<file path="config.mk">
export PLATFORM = sky130hd
export DESIGN_NAME = modsub_vec_ctrl_flat
export DESIGN_NICKNAME = d
export VERILOG_FILES = /design/src/rtl/modsub_vec_ctrl_pkg.sv /design/src/rtl/modsub_vec_ctrl_if.sv /design/src/rtl/modsub_vec_ctrl_modsub.sv /design/src/rtl/modsub_vec_ctrl.sv /design/src/flat_wrapper.sv
export SDC_FILE = /design/constraint.sdc
export NUM_CORES = 1
export LEC_CHECK = 0
export CORE_ASPECT_RATIO = 0.8
export CORE_MARGIN = 2
export CORE_UTILIZATION = 31
export CTS_CLUSTER_SIZE = 24
export DETAILED_ROUTE_END_ITERATION = 10
export GPL_TIMING_DRIVEN = 1
export HOLD_SLACK_MARGIN = 0.03
export PLACE_DENSITY = 0.63
export SLEW_MARGIN = 20
export SYNTH_ARGS = -nofsm -noshare
export SYNTH_HDL_FRONTEND = slang
export SYNTH_SLANG_ARGS = --single-unit
export TNS_END_PERCENT = 30
</file>
<file path="constraint.sdc">
create_clock -name clk -period 4 [get_ports clk]
set_input_delay 0.6 -clock clk [delete_from_list [all_inputs] [get_ports clk]]
set_output_delay 0.6 -clock clk [all_outputs]
set_load 0.03 [all_outputs]
</file>
<file path="src/rtl/modsub_vec_ctrl_pkg.sv">
// Shared constants and state encoding for the vector modular-subtraction sequencer.
package modsub_vec_ctrl_pkg;

  // Latency of the modsub core from i_sub_vld to o_sub_vldout.
  localparam int COMMON_MODSUB_DELAY = 1;

  typedef enum logic [1:0] {
    IDLE  = 2'd0,
    RUN   = 2'd1,
    DRAIN = 2'd2,
    DONE  = 2'd3
  } state_e;

endpackage

</file>
<file path="src/rtl/modsub_vec_ctrl_if.sv">
// Command and coefficient-RAM bus of the sequencer; master is the sequencer side.
interface modsub_vec_ctrl_if #(
  parameter int MWIDTH = 39,
  parameter int AWIDTH = 10,
  parameter int LWIDTH = 11
);
  logic              i_start;
  logic [LWIDTH-1:0] i_len;
  logic [AWIDTH-1:0] i_base_a;
  logic [AWIDTH-1:0] i_base_b;
  logic [AWIDTH-1:0] i_base_c;
  logic              i_stall;
  logic              o_busy;
  logic              o_done;
  logic              o_rd_en;
  logic [AWIDTH-1:0] o_rd_addr_a;
  logic [AWIDTH-1:0] o_rd_addr_b;
  logic [MWIDTH-1:0] i_rd_data_a;
  logic [MWIDTH-1:0] i_rd_data_b;
  logic              o_wr_en;
  logic [AWIDTH-1:0] o_wr_addr;
  logic [MWIDTH-1:0] o_wr_data;

  modport master (
    input  i_start, i_len, i_base_a, i_base_b, i_base_c, i_stall,
    input  i_rd_data_a, i_rd_data_b,
    output o_busy, o_done, o_rd_en, o_rd_addr_a, o_rd_addr_b,
    output o_wr_en, o_wr_addr, o_wr_data
  );

  modport slave (
    output i_start, i_len, i_base_a, i_base_b, i_base_c, i_stall,
    output i_rd_data_a, i_rd_data_b,
    input  o_busy, o_done, o_rd_en, o_rd_addr_a, o_rd_addr_b,
    input  o_wr_en, o_wr_addr, o_wr_data
  );

endinterface

</file>
<file path="src/rtl/modsub_vec_ctrl_modsub.sv">
// Single-stage modular subtractor: o_sub = (i_a - i_b) mod MOD for operands < MOD.
module modsub #(
  parameter int                MWIDTH = 39,
  parameter logic [MWIDTH-1:0] MOD    = 39'h40_0080_0001
) (
  input  logic              clk,
  input  logic              rst_n,
  input  logic [MWIDTH-1:0] i_a,
  input  logic [MWIDTH-1:0] i_b,
  input  logic              i_sub_vld,
  output logic [MWIDTH-1:0] o_sub,
  output logic              o_sub_vldout
);

  // A borrow out of the extended difference means a < b; adding MOD folds it back into range.
  function automatic logic [MWIDTH-1:0] mod_sub(input logic [MWIDTH-1:0] a,
                                                input logic [MWIDTH-1:0] b);
    logic [MWIDTH:0] diff;
    diff = {1'b0, a} - {1'b0, b};
    if (diff[MWIDTH]) diff = diff + {1'b0, MOD};
    return diff[MWIDTH-1:0];
  endfunction

  logic [MWIDTH-1:0] res_q;
  logic              vld_q;

  // stage p0 -> p1: result register
  always_ff @(posedge clk) begin
    res_q <= mod_sub(i_a, i_b);
  end

  always_ff @(posedge clk or negedge rst_n) begin
    if (!rst_n) vld_q <= 1'b0;
    else        vld_q <= i_sub_vld;
  end

  assign o_sub        = res_q;
  assign o_sub_vldout = vld_q;

endmodule

</file>
<file path="src/rtl/modsub_vec_ctrl.sv">
// Sequencer for C[i] = (A[i] - B[i]) mod MOD over a vector held in three RAM banks.
module modsub_vec_ctrl
  import modsub_vec_ctrl_pkg::*;
#(
  parameter int                MWIDTH = 39,
  parameter logic [MWIDTH-1:0] MOD    = 39'h40_0080_0001,
  parameter int                AWIDTH = 10,
  parameter int                LWIDTH = 11,
  parameter int                RD_LAT = 1
) (
  input logic               clk,
  input logic               rst_n,
  modsub_vec_ctrl_if.master bus
);

  localparam int IFW = $clog2(RD_LAT + 2);

  state_e            state_q;
  logic              busy_q, done_q;
  logic [LWIDTH-1:0] len_q, issued_q, issued_d;
  logic [AWIDTH-1:0] base_a_q, base_b_q;
  logic [AWIDTH-1:0] wr_addr_q, wr_addr_d;
  logic [IFW-1:0]    inflight_q, inflight_d;
  logic [RD_LAT-1:0] rd_vld_q;
  logic              rd_en, wr_en, last_issue, start_ok;
  logic [MWIDTH-1:0] sub_res;

  assign start_ok   = (state_q == IDLE) && bus.i_start;
  assign rd_en      = (state_q == RUN) && !bus.i_stall && (issued_q < len_q);
  assign last_issue = rd_en && ((issued_q + LWIDTH'(1)) == len_q);

  always_comb begin
    issued_d   = rd_en ? issued_q + LWIDTH'(1) : issued_q;
    wr_addr_d  = wr_en ? wr_addr_q + AWIDTH'(1) : wr_addr_q;
    inflight_d = inflight_q;
    case ({rd_en, wr_en})
      2'b10:   inflight_d = inflight_q + IFW'(1);
      2'b01:   inflight_d = inflight_q - IFW'(1);
      default: inflight_d = inflight_q;
    endcase
  end

  // Drain ends on the cycle the last outstanding result is written.
  always_ff @(posedge clk or negedge rst_n) begin
    if (!rst_n) begin
      state_q <= IDLE;
      busy_q  <= 1'b0;
      done_q  <= 1'b0;
    end else begin
      case (state_q)
        IDLE: if (bus.i_start) begin
          if (bus.i_len != '0) begin
            state_q <= RUN;
            busy_q  <= 1'b1;
          end else begin
            state_q <= DONE;
            done_q  <= 1'b1;
          end
        end
        RUN: if (last_issue) state_q <= DRAIN;
        DRAIN: if (inflight_d == '0) begin
          state_q <= DONE;
          busy_q  <= 1'b0;
          done_q  <= 1'b1;
        end
        DONE: begin
          state_q <= IDLE;
          done_q  <= 1'b0;
        end
        default: state_q <= IDLE;
      endcase
    end
  end

  always_ff @(posedge clk or negedge rst_n) begin
    if (!rst_n) begin
      len_q      <= '0;
      issued_q   <= '0;
      base_a_q   <= '0;
      base_b_q   <= '0;
      wr_addr_q  <= '0;
      inflight_q <= '0;
    end else begin
      inflight_q <= inflight_d;
      if (start_ok) begin
        len_q     <= bus.i_len;
        issued_q  <= '0;
        base_a_q  <= bus.i_base_a;
        base_b_q  <= bus.i_base_b;
        wr_addr_q <= bus.i_base_c;
      end else begin
        issued_q  <= issued_d;
        wr_addr_q <= wr_addr_d;
      end
    end
  end

  // stage p0 -> p(RD_LAT): read strobe delayed to line up with RAM data
  always_ff @(posedge clk or negedge rst_n) begin
    if (!rst_n) begin
      rd_vld_q <= '0;
    end else begin
      rd_vld_q[0] <= rd_en;
      for (int k = 1; k < RD_LAT; k++) rd_vld_q[k] <= rd_vld_q[k-1];
    end
  end

  modsub #(
    .MWIDTH (MWIDTH),
    .MOD    (MOD)
  ) u_modsub (
    .clk          (clk),
    .rst_n        (rst_n),
    .i_a          (bus.i_rd_data_a),
    .i_b          (bus.i_rd_data_b),
    .i_sub_vld    (rd_vld_q[RD_LAT-1]),
    .o_sub        (sub_res),
    .o_sub_vldout (wr_en)
  );

  assign bus.o_busy      = busy_q;
  assign bus.o_done      = done_q;
  assign bus.o_rd_en     = rd_en;
  assign bus.o_rd_addr_a = base_a_q + issued_q[AWIDTH-1:0];
  assign bus.o_rd_addr_b = base_b_q + issued_q[AWIDTH-1:0];
  assign bus.o_wr_en     = wr_en;
  assign bus.o_wr_addr   = wr_addr_q;
  assign bus.o_wr_data   = wr_en ? sub_res : '0;

endmodule

</file>
<file path="src/flat_wrapper.sv">
// flat-port wrapper written by rule: the top's interface ports become plain ports
module modsub_vec_ctrl_flat import modsub_vec_ctrl_pkg::*;
#(
  parameter int                MWIDTH = 39,
  parameter logic [MWIDTH-1:0] MOD    = 39'h40_0080_0001,
  parameter int                AWIDTH = 10,
  parameter int                LWIDTH = 11,
  parameter int                RD_LAT = 1
)
  (clk, rst_n, bus_i_start, bus_i_len, bus_i_base_a, bus_i_base_b, bus_i_base_c, bus_i_stall, bus_i_rd_data_a, bus_i_rd_data_b, bus_o_busy, bus_o_done, bus_o_rd_en, bus_o_rd_addr_a, bus_o_rd_addr_b, bus_o_wr_en, bus_o_wr_addr, bus_o_wr_data);
  modsub_vec_ctrl_if #(.MWIDTH(MWIDTH), .AWIDTH(AWIDTH), .LWIDTH(LWIDTH)) bus_i ();
  input logic clk;
  input logic rst_n;
  input wire logic [$bits(bus_i.i_start)-1:0] bus_i_start;
  input wire logic [$bits(bus_i.i_len)-1:0] bus_i_len;
  input wire logic [$bits(bus_i.i_base_a)-1:0] bus_i_base_a;
  input wire logic [$bits(bus_i.i_base_b)-1:0] bus_i_base_b;
  input wire logic [$bits(bus_i.i_base_c)-1:0] bus_i_base_c;
  input wire logic [$bits(bus_i.i_stall)-1:0] bus_i_stall;
  input wire logic [$bits(bus_i.i_rd_data_a)-1:0] bus_i_rd_data_a;
  input wire logic [$bits(bus_i.i_rd_data_b)-1:0] bus_i_rd_data_b;
  output wire logic [$bits(bus_i.o_busy)-1:0] bus_o_busy;
  output wire logic [$bits(bus_i.o_done)-1:0] bus_o_done;
  output wire logic [$bits(bus_i.o_rd_en)-1:0] bus_o_rd_en;
  output wire logic [$bits(bus_i.o_rd_addr_a)-1:0] bus_o_rd_addr_a;
  output wire logic [$bits(bus_i.o_rd_addr_b)-1:0] bus_o_rd_addr_b;
  output wire logic [$bits(bus_i.o_wr_en)-1:0] bus_o_wr_en;
  output wire logic [$bits(bus_i.o_wr_addr)-1:0] bus_o_wr_addr;
  output wire logic [$bits(bus_i.o_wr_data)-1:0] bus_o_wr_data;
  assign bus_i.i_start = bus_i_start;
  assign bus_i.i_len = bus_i_len;
  assign bus_i.i_base_a = bus_i_base_a;
  assign bus_i.i_base_b = bus_i_base_b;
  assign bus_i.i_base_c = bus_i_base_c;
  assign bus_i.i_stall = bus_i_stall;
  assign bus_i.i_rd_data_a = bus_i_rd_data_a;
  assign bus_i.i_rd_data_b = bus_i_rd_data_b;
  assign bus_o_busy = bus_i.o_busy;
  assign bus_o_done = bus_i.o_done;
  assign bus_o_rd_en = bus_i.o_rd_en;
  assign bus_o_rd_addr_a = bus_i.o_rd_addr_a;
  assign bus_o_rd_addr_b = bus_i.o_rd_addr_b;
  assign bus_o_wr_en = bus_i.o_wr_en;
  assign bus_o_wr_addr = bus_i.o_wr_addr;
  assign bus_o_wr_data = bus_i.o_wr_data;
  modsub_vec_ctrl #(.MWIDTH(MWIDTH), .MOD(MOD), .AWIDTH(AWIDTH), .LWIDTH(LWIDTH), .RD_LAT(RD_LAT)) u_core (.clk(clk), .rst_n(rst_n), .bus(bus_i));
endmodule
</file>
* Yosys cells after proc, flatten, opt, wreduce, memory -nomap -nowiden
Index checks and enable logic that the tools add are counted.
Word-level totals: register bits after elaboration 99, bits of input ports 123, output and inout port bits 73, logic and storage cells 67
Cells by class: add/subtract/negate cells 8, $lt $le $gt $ge 1, equal/unequal tests 11, mux-type cells 20, reduce and logical (&&, ||, !) cells 15
Operators by type and width (number):
- two-way mux 39 bit | 2
- subtractor 39 x 39 -> 40 bit | 1
- adder 39 bit, second input constant | 1
- two-way mux 11 bit | 2
- adder 10 bit | 2
- two-way mux 10 bit | 2
- adder 11 x 1 -> 11 bit, second input constant | 1
- == test 11 bit | 1
- < comparator 11 bit | 1
- nonzero test 11 bit | 1
- adder 10 x 1 -> 10 bit, second input constant | 1
- two-way mux 2 bit | 4
- case mux 2 bit (4 select lines) | 1
- AND reduction 4 bit | 2
- == test 2 bit, second input constant | 3
- two-way mux 1 bit | 6
- inequality test 2 bit, second input constant | 3
- nonzero test 2 bit | 3
- == test 2 x 1 -> 1 bit, second input constant | 2
- logical AND 1 bit | 4
- logical NOT 2 bit | 2
- inequality test 2 x 1 -> 1 bit, second input constant | 2
- case mux 2 bit (2 select lines) | 1
- case mux 1 bit (3 select lines) | 1
- other kinds (6) | 6

* Depth between registers and ports, before layout
word-level depth 8, depth in mapped cells 20, depth with buffers taken out 19

* By module
A second synthesis with hierarchy kept.
Second synthesis, totals: cells, all modules 1087, area total of the unflattened synthesis 8707.1 sq um
By module, submodules not included:
- modsub | times used 1, cells an instance 597, area an instance 4509.3 sq um, sequential area each 805.8 sq um
- modsub_vec_ctrl | times used 1, cells an instance 490, area an instance 4197.8 sq um, sequential area each 1476.4 sq um

* Worst setup path after synthesis
No wires, ideal clock.
path type reg-to-reg, start reg u_core.issued_q[1], end reg u_core.state_q[1], library setup time 0.125 ns, arrival 3.752 ns, required time 3.875 ns, slack 0.124 ns, cell stages (with the launch flop) 18, buffers on the path 1, clock period less this slack 3.876 ns, path through dfrtp_1 -> ha_1 -> nor2b_1 -> o21a_1 -> o21a_1 -> o21a_1 -> o21ai_0 -> a21oi_1 -> o21ai_0 -> clkbuf_1 -> inv_1 -> ha_1 -> nor2_1 -> xor2_1 -> o21a_1 -> nor2_1 -> nand2_1 -> mux2_2
Between the ends: cells in the longest elaborated chain, start to end 7
RTL lines:
- from (decl) | RTL line modsub_vec_ctrl.sv:20 | logic [LWIDTH-1:0] len_q, issued_q, issued_d;
- from (signal assigned) | RTL line modsub_vec_ctrl.sv:92 | issued_q <= issued_d;
- < comparator 11 bit * | RTL line modsub_vec_ctrl.sv:29 | assign rd_en = (state_q == RUN) && !bus.i_stall && (issued_q < len_q);
- logical AND 1 bit * | RTL line modsub_vec_ctrl.sv:29
- named net bus_o_rd_en | RTL line flat_wrapper.sv:24 | output wire logic [$bits(bus_i.o_rd_en)-1:0] bus_o_rd_en;
- == test 2 x 1 -> 1 bit or == test 2 bit (tied branches) | RTL line modsub_vec_ctrl.sv:36 | case ({rd_en, wr_en})
- case mux 2 bit (2 select lines) * | RTL line modsub_vec_ctrl.sv:36
- named net u_core.inflight_d[1] | RTL line modsub_vec_ctrl.sv:23 | logic [IFW-1:0] inflight_q, inflight_d;
- logical NOT 2 bit * | RTL line modsub_vec_ctrl.sv:61 | DRAIN: if (inflight_d == '0) begin
- inequality test 2 x 1 -> 1 bit (no line) *
- AND reduction 3 bit (no line) *
- to (signal assigned) | RTL line modsub_vec_ctrl.sv:60 | RUN: if (last_issue) state_q <= DRAIN;
- to (signal assigned) | RTL line modsub_vec_ctrl.sv:62 | state_q <= DONE;
- to (signal assigned) | RTL line modsub_vec_ctrl.sv:67 | state_q <= IDLE;
- to (decl) | RTL line modsub_vec_ctrl.sv:18 | state_e state_q;
The timed path passes the listed nets; every way through them passes the cells marked *. A chain may end at the register's enable or synchronous reset.

* Worst setup path in the final report
start in bus_i_rd_data_a[0], end reg u_core.u_modsub.res_q[35], in the netlist u_core.u_modsub.o_sub[35]
Between the ends: cells in the longest elaborated chain, start to end 3
RTL lines:
- from (decl) | RTL line flat_wrapper.sv:20 | input wire logic [$bits(bus_i.i_rd_data_a)-1:0] bus_i_rd_data_a;
- subtractor 39 x 39 -> 40 bit * | RTL line modsub_vec_ctrl_modsub.sv:19 | diff = {1'b0, a} - {1'b0, b};
- adder 39 bit | RTL line modsub_vec_ctrl_modsub.sv:20 | if (diff[MWIDTH]) diff = diff + {1'b0, MOD};
- two-way mux 39 bit * | RTL line modsub_vec_ctrl_modsub.sv:20
- to (signal assigned) | RTL line modsub_vec_ctrl_modsub.sv:29 | res_q <= mod_sub(i_a, i_b);
- to (decl) | RTL line modsub_vec_ctrl_modsub.sv:24 | logic [MWIDTH-1:0] res_q;
Every way passes the cells marked *; elsewhere a longest branch is shown, timed or not.

==> qor.tcl <==
set qor(synth.top_cell.area_share_pct) 17.8
set qor(grt_max_degree) 44
set qor(via_count_of_the_first_global_routing_pass) 8166
set qor(synth_seq_cells) 99
set qor(drc_errors_left) 0
set qor(area.growth.synth_to_final_pct) 42.1
set qor(tightestPinTransition_ns) 0.846
set qor(final.setup.tns_ns) 0
set qor(period_share_pct) 96.7
set qor(clk_latency_ns) 0.35
set qor(fin_cells) 1728
set qor(antenna_found_initial) 0
set qor(clk_root_buffer_cell) {sky130_fd_sc_hd__clkbuf_16}
set qor(net_count_after_synthesis) 1263
set qor(post_synthesis_area_per_instance_um2) 7.96
set qor(core_region_area_um2) 27000
set qor(share_of_synthesized_cell_area_in_and_or_nand_and_nor_gates_pct) 24.2
set qor(crit_path_max_fanout) 7
set qor(endpoints_failing_hold) 0
set qor(synth_top_flop_cell) {sky130_fd_sc_hd__dfrtp_1}
set qor(layout.cells.most_common) {sky130_fd_sc_hd__clkdlybuf4s50_1}
set qor(yosysUniqueCellTypes) 78
set qor(main_combinational_cell_family_by_area_after_synthesis) {simple AND/OR/NAND/NOR gates}
set qor(share_of_the_synthesized_area_in_compound_gates_ao_oa_aoi_oai_pct) 17.6
set qor(synth-warning-count) 0
set qor(setup.worst_path.class) {input pin to flop}
set qor(cts_num_sinks) 99
set qor(num-fill-cells) 2702
set qor(drt-wirelength-per-cell_um) 14.0
set qor(htree_num_levels) 3
set qor(max_root_sink_buffers) 2
set qor(placement_rows) 54
set qor(yosys-top-cells-area) {sky130_fd_sc_hd__dfrtp_1 18%, sky130_fd_sc_hd__ha_1 11%, sky130_fd_sc_hd__dfxtp_1 9.2%}
set qor(count_of_pins_over_their_slew_limit) 0
set qor(global_route_wire_length_before_repair_um) 39600
set qor(dpl.cell_count) 1708
set qor(timing.final.crit_period_ns) 3.87
set qor(overflow) 0
set qor(async_flop_share_pct) 60.6
set qor(io_pins) 196
set qor(total_track_usage_pct) 17.2
set qor(detail_route.vias_per_cell) 4.70
set qor(start_util_pct) 31.2
set qor(synth_largest_area_cell) {sky130_fd_sc_hd__dfrtp_1}
set qor(worst_ep_required_time_ns) 4.23
set qor(power_density_nw_per_um2) 530
set qor(synth_area_um2) 8440
set qor(port_buffers) 195
set qor(numCtsBuffers) 9
set qor(gp_congestion) 0.856
set qor(initialDrtViolationCount) 401
set qor(kind_of_capture_point_of_the_worst_setup_path) {flop}
set qor(antenna_cells) 0
set qor(postRouteWirelength_um) 24200
set qor(synthCells) 1061
set qor(clk_transition_reported_paths_ns) 0.07
set qor(synth_sequential_area_ratio_pct) 27.0
set qor(crit_arrival_ns) 4.10
set qor(die_w_um) 189
set qor(drt-pass1-iter-count) 5
set qor(worst_hold_path_type) {input pin to asynchronous set/reset pin}
set qor(antenna_violating_nets_post_route) 0
set qor(cts_tree) {built}
set qor(synth.area.mux_share_pct) 0.489
set qor(number_of_enable_flip_flop_cells_after_synthesis) 0
set qor(status) {complete, no violations}
set qor(report.final.setup_viol) 0
set qor(most-common-layout-cells) {189 x sky130_fd_sc_hd__clkdlybuf4s50_1, 155 x sky130_fd_sc_hd__nand2_1, 131 x sky130_fd_sc_hd__buf_4, 82 x sky130_fd_sc_hd__inv_1, 79 x sky130_fd_sc_hd__xnor2_1}
set qor(achievable-frequency_ghz) 0.259
set qor(dieArea_um2) 28600
set qor(synth-xor-area-share_pct) 13.0
set qor(drv_cap) 0
set qor(dp_hpwl_um) 20200
set qor(final_net_count) 1561
set qor(post_route_cells_drive_above_1_share_pct) 13.7
set qor(ir_drop_v) 0.000572
set qor(timing.slew.headroom_pct) 43.6
set qor(worstSetupStartpointType) {input pin}
set qor(p_leak_nw) 5.39
set qor(synth_fa_ha_area_share_pct) 12.0
set qor(die_h_um) 152
set qor(routed_via_count) 8130
set qor(fin_skew_ns) 0.00877
## per-layer routing
layer | track usage, % | vias to the layer above | share of wire [%]
li1 | - | 4246 | -
met1 | 21.7 | 3694 | 47
met2 | 31.3 | 174 | 48
met3 | 2.30 | 16 | 4.2
met4 | 3.67 | 0 | 0.84
met5 | 0 | - | 0
## area by class of cell
class / count / area (µm²) / area share [%]
Clock buffer: 12 / 246 / 2.05
Sequential cell: 99 / 2280 / 19.0
Timing Repair Buffer: 326 / 2940 / 24.5
Inverter: 82 / 308 / 2.56
Clock inverter: 4 / 33.8 / 0.282
Tap cell: 364 / 455 / 3.80
Multi-Input combinational cell: 841 / 5730 / 47.8
## path summary, 6_finish.rpt
path / start / end / slack (ns) / cells past startpoint
setup / recovery: bus_i_rd_data_a[0] / u_core.u_modsub.o_sub[35] / 0.13 / 17
hold / removal: rst_n / u_core.len_q[1] / 0.35 / 1
setup reg to reg: u_core.issued_q[1] / u_core.state_q[1] / 0.40 / 17
hold reg to reg: u_core.rd_vld_q / u_core.u_modsub.o_sub_vldout / 0.35 / 0
max in group asynchronous: rst_n / u_core.inflight_q[0] / 2.80 / 2
min in group clk: u_core.rd_vld_q / u_core.u_modsub.o_sub_vldout / 0.35 / 0
## cell usage after synthesis, types with 3 or more instances
| cell type | n |
|---|---|
| sky130_fd_sc_hd__nand2_1 | 156 |
| sky130_fd_sc_hd__inv_1 | 82 |
| sky130_fd_sc_hd__xnor2_1 | 79 |
| sky130_fd_sc_hd__ha_1 | 76 |
| sky130_fd_sc_hd__nor2_1 | 75 |
| sky130_fd_sc_hd__a21oi_1 | 62 |
| sky130_fd_sc_hd__dfrtp_1 | 60 |
| sky130_fd_sc_hd__and2_1 | 45 |
| sky130_fd_sc_hd__xor2_1 | 43 |
| sky130_fd_sc_hd__o21ai_0 | 41 |
| sky130_fd_sc_hd__dfxtp_1 | 39 |
| sky130_fd_sc_hd__nand3_1 | 36 |
| sky130_fd_sc_hd__nand4_1 | 26 |
| sky130_fd_sc_hd__clkbuf_1 | 21 |
| sky130_fd_sc_hd__buf_2 | 15 |
| sky130_fd_sc_hd__nor3_1 | 15 |
| sky130_fd_sc_hd__a21o_1 | 14 |
| sky130_fd_sc_hd__and3_1 | 14 |
| sky130_fd_sc_hd__nor4_1 | 12 |
| sky130_fd_sc_hd__o21a_1 | 12 |
| sky130_fd_sc_hd__o21bai_1 | 12 |
| sky130_fd_sc_hd__o211ai_1 | 9 |
| sky130_fd_sc_hd__nor2b_1 | 7 |
| sky130_fd_sc_hd__o21ai_1 | 7 |
| sky130_fd_sc_hd__a211oi_1 | 6 |
| sky130_fd_sc_hd__nand2b_1 | 6 |
| sky130_fd_sc_hd__a211o_1 | 5 |
| sky130_fd_sc_hd__nor3b_1 | 4 |
| sky130_fd_sc_hd__or3_1 | 4 |
| sky130_fd_sc_hd__a211oi_2 | 3 |
| sky130_fd_sc_hd__a21oi_2 | 3 |
| sky130_fd_sc_hd__a22oi_1 | 3 |
| sky130_fd_sc_hd__a31oi_1 | 3 |
| sky130_fd_sc_hd__a32oi_1 | 3 |
| sky130_fd_sc_hd__fa_1 | 3 |
| sky130_fd_sc_hd__mux2i_1 | 3 |
## report_power, final
part	leakage, nW	total, mW	switching [mW]	internal (mW)
combinational	4.17	3.88	2.14	1.74
sequential	1.08	1.64	0.282	1.36
clock	0.139	0.841	0.393	0.448
## stage by stage
| step | total power [mW] | setup WS (ns) | util [%] | hold slack, ns | cell area (µm²) |
|---|---|---|---|---|---|
| after detailed placement | 5.54 | -0.393 | 43.1 | 0.346 | 11600 |
| after global routing | 6.84 | -0.0271 | 44.4 | 0.371 | 12000 |
| final | 6.36 | 0.133 | 44.4 | 0.352 | 12000 |
| after global placement | 5.48 | -0.282 | 43.1 | 0.334 | 11600 |
| after CTS | 6.42 | 0.0460 | 44.1 | 0.355 | 11900 |
| after floorplan | 3.99 | 0.124 | - | 0.304 | 8440 |
## logic make-up (layout without fill, tap and decap cells)
group,after synthesis,after routing
simple gates,418,418
mux,4,4
compound gates,216,216
flops,99,99
buf+inv,121,424
fa+ha+maj,79,79
xor+xnor,124,124
## registers in the layout, summed over array words and instances (netlist names)
signal                        cells
u_core.u_modsub.o_sub            39
u_core.issued_q                  11
u_core.len_q                     11
u_core.base_a_q                  10
u_core.base_b_q                  10
u_core.bus.o_wr_addr             10
u_core.inflight_q                 2
u_core.state_q                    2
u_core.bus.o_busy                 1
u_core.bus.o_done                 1
u_core.rd_vld_q                   1
u_core.u_modsub.o_sub_vldout      1
## worst max-delay path, cell delays in order
cell and delay, ns:
sky130_fd_sc_hd__clkdlybuf4s50_1 0.46, sky130_fd_sc_hd__inv_1 0.04, sky130_fd_sc_hd__ha_1 0.20, sky130_fd_sc_hd__fa_2 0.36, sky130_fd_sc_hd__nand2b_4 0.16, sky130_fd_sc_hd__a21o_1 0.19
sky130_fd_sc_hd__a211o_1 0.29, sky130_fd_sc_hd__buf_4 0.15, sky130_fd_sc_hd__a32oi_2 0.20, sky130_fd_sc_hd__o211ai_2 0.14, sky130_fd_sc_hd__nor4_4 0.37, sky130_fd_sc_hd__nand3_4 0.12
sky130_fd_sc_hd__buf_4 0.17, sky130_fd_sc_hd__o41ai_4 0.19, sky130_fd_sc_hd__buf_4 0.20, sky130_fd_sc_hd__nand3_1 0.10, sky130_fd_sc_hd__xnor2_1 0.16
## what timing repair did
action,in CTS,in global routing
resized for setup,1,10
setup buffers,0,4
hold endpoints to repair,0,0
hold buffers,0,0
pin swaps,0,3
gates cloned,0,0
endpoints found under the setup margin,1,20
Power figures use the tool's default switching activity.
